**config.mk**
```make
export PLATFORM = sky130hd
export DESIGN_NAME = muldiv_iter
export DESIGN_NICKNAME = d
export VERILOG_FILES = /design/src/rtl/muldiv_iter.sv
export SDC_FILE = /design/constraint.sdc
export NUM_CORES = 1
export LEC_CHECK = 0
export CAP_MARGIN = 10
export CORE_MARGIN = 10
export CORE_UTILIZATION = 45
export CTS_CLUSTER_SIZE = 8
export DETAILED_ROUTE_END_ITERATION = 10
export PLACE_DENSITY_LB_ADDON = 0.1
export SETUP_SLACK_MARGIN = 0.3
export SLEW_MARGIN = 5
export SYNTH_ARGS = -nofsm -noshare
export SYNTH_HDL_FRONTEND = slang
export SYNTH_SLANG_ARGS = --single-unit
```
**constraint.sdc**
```tcl
create_clock -name clk -period 4.9 [get_ports clk]
set_input_delay 1.47 -clock clk [delete_from_list [all_inputs] [get_ports clk]]
set_output_delay 1.47 -clock clk [all_outputs]
set_load 0.01 [all_outputs]
```
**src/rtl/muldiv_iter.sv**
```systemverilog
// Iterative 32-cycle multiply/divide unit with architectural HI/LO.
// Ports: clk, rst (sync, active-low), pause, op/start/a/b in; busy, done, hi, lo out.
module muldiv_iter #(
  parameter int WIDTH = 32
) (
  input  logic             clk,
  input  logic             rst,
  input  logic             pause,
  input  logic [3:0]       op,
  input  logic             start,
  input  logic [WIDTH-1:0] a,
  input  logic [WIDTH-1:0] b,
  output logic             busy,
  output logic             done,
  output logic [WIDTH-1:0] hi,
  output logic [WIDTH-1:0] lo
);

  localparam int CW = $clog2(WIDTH);

  typedef enum logic [1:0] {
    IDLE,
    RUN,
    FIX
  } state_e;

  state_e             state_q, state_d;
  logic [CW-1:0]      cnt_q, cnt_d;
  logic               busy_q, busy_d;
  logic               done_q, done_d;
  logic [WIDTH-1:0]   hi_q, hi_d;
  logic [WIDTH-1:0]   lo_q, lo_d;
  // mul: {partial product, remaining multiplier}
  // div: {partial remainder, dividend/quotient}
  logic [2*WIDTH-1:0] acc_q, acc_d;
  logic [WIDTH-1:0]   opnd_q, opnd_d;
  logic               is_div_q, is_div_d;
  logic               neg_p_q, neg_p_d;
  logic               neg_r_q, neg_r_d;

  logic               sgn_op;
  logic               a_neg, b_neg;
  logic [WIDTH-1:0]   abs_a, abs_b;
  logic [WIDTH:0]     sum;
  logic [WIDTH:0]     sh;
  logic               ge;
  logic [WIDTH-1:0]   diff;
  logic [2*WIDTH-1:0] prod_s;
  logic [WIDTH-1:0]   quo_s, rem_s;

  always_comb begin
    sgn_op = (op == 4'd1) || (op == 4'd3);
    a_neg  = sgn_op & a[WIDTH-1];
    b_neg  = sgn_op & b[WIDTH-1];
    abs_a  = a_neg ? -a : a;
    abs_b  = b_neg ? -b : b;
    sum    = {1'b0, acc_q[2*WIDTH-1:WIDTH]}
           + (acc_q[0] ? {1'b0, opnd_q} : '0);
    sh     = {acc_q[2*WIDTH-1:WIDTH], acc_q[WIDTH-1]};
    ge     = sh >= {1'b0, opnd_q};
    // remainder stays below divisor, so the difference fits WIDTH bits
    diff   = sh[WIDTH-1:0] - opnd_q;
    prod_s = neg_p_q ? -acc_q : acc_q;
    quo_s  = neg_p_q ? -acc_q[WIDTH-1:0] : acc_q[WIDTH-1:0];
    rem_s  = neg_r_q ? -acc_q[2*WIDTH-1:WIDTH]
                     : acc_q[2*WIDTH-1:WIDTH];
  end

  always_comb begin
    state_d  = state_q;
    cnt_d    = cnt_q;
    busy_d   = busy_q;
    done_d   = 1'b0;
    hi_d     = hi_q;
    lo_d     = lo_q;
    acc_d    = acc_q;
    opnd_d   = opnd_q;
    is_div_d = is_div_q;
    neg_p_d  = neg_p_q;
    neg_r_d  = neg_r_q;
    unique case (state_q)
      IDLE: begin
        if (start) begin
          if (op >= 4'd1 && op <= 4'd4) begin
            is_div_d = op[2] | (op == 4'd3);
            neg_p_d  = a_neg ^ b_neg;
            neg_r_d  = a_neg;
            cnt_d    = '0;
            busy_d   = 1'b1;
            state_d  = RUN;
            if (op >= 4'd3) begin
              acc_d  = {{WIDTH{1'b0}}, abs_a};
              opnd_d = abs_b;
            end else begin
              acc_d  = {{WIDTH{1'b0}}, abs_b};
              opnd_d = abs_a;
            end
          end else if (op == 4'd5) begin
            hi_d = a;
          end else if (op == 4'd6) begin
            lo_d = a;
          end
        end
      end
      RUN: begin
        cnt_d = cnt_q + 1'b1;
        if (is_div_q) begin
          if (ge)
            acc_d = {diff, acc_q[WIDTH-2:0], 1'b1};
          else
            acc_d = {sh[WIDTH-1:0], acc_q[WIDTH-2:0], 1'b0};
        end else begin
          acc_d = {sum, acc_q[WIDTH-1:1]};
        end
        if (cnt_q == CW'(WIDTH - 1))
          state_d = FIX;
      end
      FIX: begin
        if (is_div_q) begin
          // divide by zero: remainder correction restores a, quotient all-ones
          lo_d = (opnd_q == '0) ? '1 : quo_s;
          hi_d = rem_s;
        end else begin
          hi_d = prod_s[2*WIDTH-1:WIDTH];
          lo_d = prod_s[WIDTH-1:0];
        end
        done_d  = 1'b1;
        busy_d  = 1'b0;
        state_d = IDLE;
      end
      default: state_d = IDLE;
    endcase
  end

  always_ff @(posedge clk) begin
    if (!rst) begin
      state_q  <= IDLE;
      cnt_q    <= '0;
      busy_q   <= 1'b0;
      done_q   <= 1'b0;
      hi_q     <= '0;
      lo_q     <= '0;
      acc_q    <= '0;
      opnd_q   <= '0;
      is_div_q <= 1'b0;
      neg_p_q  <= 1'b0;
      neg_r_q  <= 1'b0;
    end else if (!pause) begin
      state_q  <= state_d;
      cnt_q    <= cnt_d;
      busy_q   <= busy_d;
      done_q   <= done_d;
      hi_q     <= hi_d;
      lo_q     <= lo_d;
      acc_q    <= acc_d;
      opnd_q   <= opnd_d;
      is_div_q <= is_div_d;
      neg_p_q  <= neg_p_d;
      neg_r_q  <= neg_r_d;
    end
  end

  assign busy = busy_q;
  assign done = done_q;
  assign hi   = hi_q;
  assign lo   = lo_q;

endmodule

```
### After elaboration in Yosys (flattened, before gate mapping)

Cells that the tools add are included.
Widths: inputs -> output; s select.

* $add $sub $neg: 8
* order comparisons: 4
* equal/unequal tests: 14
* muxes and demuxes: 36
* bitwise logic cells: 5
* reduce and logical (&&, ||, !) cells: 12

Operator list (number)
* $mux 32: 17
* $mux 64: 5
* $neg 32->32: 4
* $pmux 32 s2: 2
* $pmux 64 s2: 1
* $neg 64->64: 1
* $add 32x32->33: 1
* $ge 33x32->1: 1
* $logic_not 32->1: 1
* $sub 32x32->32: 1
* $reduce_and 4->1: 4
* $ne 2x2->1 const B: 7
* $mux 5: 2
* $pmux 5 s2: 1
* $eq 4x3->1 const B: 2
* $mux 2: 3
* $reduce_and 6->1: 1
* $add 5x1->5 const B: 1
* $eq 5x5->1 const B: 1
* $reduce_and 5->1: 1
* $eq 4x1->1 const B: 1
* $eq 4x2->1 const B: 1
* $ge 4x1->1 const B: 1
* $ge 4x2->1 const B: 1
* 14 further kinds: 18

* bits in registers: 172
* input bits: 72
* output and inout port bits: 66

### Longest topological paths before layout

* depth in word-level cells: 8
* mapped depth: 14
* gate-level depth less buffers: 13

### Worst setup path before layout

No wires, ideal clock.

* path kind: input to register
* start point: input b[5]
* end point: register acc_q[31]
* setup time: 0.061 ns
* arrival: 3.840 ns
* path slack: 0.999 ns
* cell stages on the path: 9
* path buffers: 0
* cell sequence: or4_1 -> nor4b_2 -> nand2_1 -> nor3b_2 -> or3b_2 -> a21boi_0 -> nand2_1 -> nand3_1 -> a32o_1

* cells in the longest elaborated chain, start to end: 6

RTL lines
* start, declared: RTL line 12 `input logic [WIDTH-1:0] b,`
* $neg 32->32: RTL line 56 `abs_b = b_neg ? -b : b;`
* $mux 32: RTL line 56
* $mux 32: RTL line 91 `if (op >= 4'd3) begin`
* $mux 64: RTL line 84 `if (op >= 4'd1 && op <= 4'd4) begin`
* $mux 64: RTL line 83 `if (start) begin`
* $pmux 64 s2: RTL line 81 `unique case (state_q)`
* end signal, assigned: RTL line 143 `acc_q <= '0;`
* end signal, assigned: RTL line 155 `acc_q <= acc_d;`
* end, declared: RTL line 35 `logic [2*WIDTH-1:0] acc_q, acc_d;`

No other way between the ends. The select of a mux whose other input is x is not followed.
A chain may end at the register's enable or synchronous reset.

### Worst setup path in the final report

* start point: input a[0]
* end point: register acc_q[30]

* cells in the longest elaborated chain, start to end: 6

RTL lines
* start, declared: RTL line 11 `input logic [WIDTH-1:0] a,`
* $neg 32->32: RTL line 55 `abs_a = a_neg ? -a : a;`
* $mux 32: RTL line 55
* $mux 32: RTL line 91
* $mux 64: RTL line 84
* $mux 64: RTL line 83
* $pmux 64 s2: RTL line 81

No other way between the ends. The select of a mux whose other input is x is not followed.

==> summary.txt <==
Status
  • Outcome: finished clean

Timing
  • RSZ-0062 raised after global routing: no
  • Final hold vios: 0
  • Fin crit share: 0.8618
  • Pins over their slew limit: 0
  • Least-Margin Pin Slew: 0.9903 ns
  • TNS Setup: 0 ns
  • Endpoints failing setup: 0
  • Max_slew headroom: 0.3367
  • Setup Skew: 0.02059 ns
  • Post-layout min period: 4.223 ns
  • Worst hold slack: 0.4540 ns
  • Fmax: 0.2368 GHz
  • Setup ws final: 0.6770 ns

Clock tree
  • Clk_lat worst skew: 0.47 ns
  • Clock Sinks: 172
  • TritonCTS buffer count: 17
  • Post-CTS setup buffer count: 0
  • H-tree depth: 4
  • CTS tree: yes
  • Post-CTS sizing: 0
  • Reg clk slew, reported paths: 0.08 ns
  • Max Root-Sink Buffers: 2
  • Root buf cell: clkbuf_16
  • Hold-fix buffers, CTS: 0

Synth
  • EDFF count, synth: 0
  • Synth cell types: 76
  • Synth warn: 0
  • Synthesized Nets: 2,185
  • Sequential share of the synthesized area: 0.2294
  • #FFs+latches synth: 172
  • Synthesized area: 15,010 um2
  • Top post-synthesis cells by area: dfxtp_1 (23%), a21oi_1 (5.9%), o21ai_0 (5.9%)
  • Area leader, netlist: dfxtp_1
  • Yosys top cell area share: 0.2294
  • Async S/R FF share, synth: 0
  • Syn avg cell area: 7.356 um2
  • Mapped Cells: 2,041
  • Synth Flop Type: dfxtp_1

Pwr
  • Clock power share: 0.348
  • Gate power share: 0.304
  • Pleak: 6.982 nW
  • Seq pwr share: 0.348
  • Sw Share: 0.3772
  • Int Power: 2.704 mW
  • NetSw: 1.638 mW
  • P per Cell Area: 246.3 nW/um2
  • Total power: 4.341 mW
  • Worst VDD drop: 0.2701 mV

Global routing
  • Number of global-route vias before repair: 14,900
  • Initial antenna violation count: 1
  • Wire length of the first global-routing pass: 93,170 um
  • Tot GR Track Use: 0.2889
  • Largest net degree at the start of global routing: 73
  • Total gr overflow: 0

Floorplan
  • Row cnt: 66
  • Die area: 41,070 um2
  • Die W: 202.7 um
  • Initial Util: 0.4591
  • Die Ht: 202.7 um
  • I/O Pins: 138
  • Core Footprint: 32,700 um2

Flow run
  • Max Cap Viol: 0

Detailed routing
  • Vias/cell: 6.410
  • DR top layer: met5
  • Vias post-DR: 16,540
  • DRT Wirelength: 62,090 um
  • Drt pass-1 iters: 6
  • Met3 routed WL: 6346 um
  • Routed WL per cell: 24.07 um
  • Routed met1 length: 28,120 um
  • DRC Markers: 0
  • Initial DRC count: 1,955
  • Post-DRT Antenna Nets: 0
  • Routed met2 length: 25,910 um

Critical path
  • CP max stage cell: clkdlybuf4s50_1
  • Arrival @ worst endpoint: 4.58 ns
  • Crit-path max cell delay: 0.55 ns
  • Crit-path most repeated cell: a21oi_1
  • Critical Path RT: 5.26 ns
  • Cell breakdown of the critical path: clkdlybuf4s50_1, inv_1, ha_1, or3b_2, nor4_1, buf_4, a21oi_1, a21oi_1, o21ai_0, xor2_1, a21oi_1, nand2_1, a32o_1
  • CP max FO: 6
  • R2R cell count: 12
  • CP Class: primary input to flip-flop
  • Endpoint type of the worst setup path: flip-flop
  • Worst r2r dst: acc_q[59]$_SDFFE_PN0P_
  • Worst r2r src: acc_q[0]$_SDFFE_PN0P_
  • CP Launch Type: primary input
  • R2R Setup Slk: 0.73 ns

Finish
  • Proportion of layout cells with a drive suffix above 1: 0.06411
  • Final instance area: 17,630 um2
  • Syn-to-layout area delta: 17.42%
  • # nets final: 2,268
  • Fill cells: 3,215

Place
  • Port Buffer Count: 137
  • Cell Area, Placed: 17,000 um2
  • Gpl congestion: 1.013
  • HPWL after DPL: 47,930 um
  • Pre-CTS WS: 0.3027 ns

Min path
  • Hold path depth: 2
  • Critical hold path startpoint: hi[29]$_SDFFE_PN0P_
  • Worst Hold Class: flip-flop to flip-flop
  • Hold Crit Endpoint: hi[29]$_SDFFE_PN0P_
## Yosys cell counts (16+ instances only)
cell,n
o211ai_1,47
nor4_1,27
mux2i_1,49
nor2_1,162
a21boi_0,49
nand2b_1,27
nand2_1,197
a31oi_1,16
o21ai_0,176
inv_1,61
and3_1,17
or3_1,20
a21oi_1,176
o221ai_1,31
a22oi_1,24
and2_1,22
a21o_1,41
xnor2_1,89
ha_1,70
clkbuf_1,129
nor3_1,35
o31ai_1,31
nor2b_1,29
nand3_1,40
xor2_1,71
dfxtp_1,172
a211oi_1,25
a32oi_1,17
## flip-flops by register name, summed over array words and instances, names as in the netlist
| signal | cells |
|---|---|
| neg_p_q | 1 |
| acc_q | 64 |
| busy | 1 |
| state_q | 2 |
| lo | 32 |
| neg_r_q | 1 |
| hi | 32 |
| is_div_q | 1 |
| cnt_q | 5 |
| opnd_q | 32 |
| done | 1 |
## per-layer routing
layer / vias up / track usage
met5: - / 0
met4: 2 / 0.09139
li1: 7679 / -
met2: 885 / 0.4169
met1: 7881 / 0.4188
met3: 91 / 0.05684
## how the worst max path moves through the flow
stage	startpoint	endpoint	slack, ns	depth (start not counted)
2_1_floorplan	b[5]	acc_q[31]$_SDFFE_PN0P_	1.0	9
3_3_place_gp	b[5]	acc_q[31]$_SDFFE_PN0P_	0.37	10
3_5_place_dp	b[3]	acc_q[31]$_SDFFE_PN0P_	0.30	10
4_1_cts	b[3]	acc_q[31]$_SDFFE_PN0P_	0.78	10
5_1_grt	a[0]	acc_q[30]$_SDFFE_PN0P_	0.47	13
6_report	a[0]	acc_q[30]$_SDFFE_PN0P_	0.68	13
## placed cells by master (no fill, tap or decap), types with 7 or more instances in the layout
master / netlist / final
nor2b_1: 29 / 28
a21oi_1: 176 / 175
buf_4: 0 / 68
clkbuf_16: 0 / 17
or2_2: 8 / 8
a21o_1: 41 / 41
and2_1: 22 / 22
nor2_1: 162 / 161
nor3_1: 35 / 35
mux2i_1: 49 / 49
o21a_1: 14 / 14
ha_1: 70 / 70
or4_1: 12 / 12
o21ai_0: 176 / 175
nand2_1: 197 / 197
xor2_1: 71 / 71
inv_1: 61 / 61
o211a_1: 14 / 14
dfxtp_1: 172 / 171
o31ai_1: 31 / 31
a21boi_0: 49 / 49
nor4_1: 27 / 27
a31oi_1: 16 / 16
o21bai_1: 7 / 7
o41ai_1: 13 / 13
or3_1: 20 / 20
clkdlybuf4s50_1: 0 / 136
nand3_1: 40 / 40
a22oi_1: 24 / 24
a32oi_1: 17 / 17
xnor2_1: 89 / 89
and3_1: 17 / 17
nand4_1: 15 / 15
o211ai_1: 47 / 47
a211oi_1: 25 / 24
o22ai_1: 7 / 7
o221ai_1: 31 / 31
nand2b_1: 27 / 26
## critical path, delay by kind of cell
kind,cells,cell delay [ns]
AOI/OAI and AO/OA,5,1.07
xor gates and xnor gates,1,0.19
adders and majority gates,1,0.17
buffers and inverters,3,0.88
and+or+nand+nor,3,0.79
## per-stage QoR
stage                       util  cells
after CTS                 0.5390   2579
after detailed placement  0.5197   2547
after floorplan                -   2041
after global routing      0.5391   2580
after global placement    0.5197   2547
final                     0.5391   2580
## area by class of cell
class	instances	area, um2	share of cell area
well taps	442	553.0	0.03137
flip-flops and latches	172	3445	0.1954
clock inverters	14	190.2	0.01079
multi-input cells	1665	10850	0.6157
repair buffers	206	1912	0.1085
diodes	1	2.502	0.0001420
clock buffers	18	439.2	0.02491
inverters	62	232.7	0.01320
## power by group through the flow
stage,Combinational (mW),Sequential (mW),Clock (mW)
floorplan,0.831,1.50,0
global placement,1.27,1.54,0
detailed placement,1.27,1.54,0
CTS,1.28,1.51,1.51
global route,1.40,1.52,1.57
finish,1.32,1.51,1.51
## logic make-up (layout without fill, tap and decap cells)
family | Yosys count | in the layout | synth area share
AO/OA/AOI/OAI | 738 | 738 | 0.3209
AND/OR/NAND/NOR | 641 | 641 | 0.2079
buffers and inverters | 204 | 300 | 0.05109
flip-flops | 172 | 172 | 0.2294
XOR/XNOR | 160 | 160 | 0.09334
adder cells (fa/ha/maj) | 72 | 72 | 0.06101
multiplexers | 54 | 54 | 0.03642
other | 0 | 1 | 0
Power figures use the tool's default switching activity.
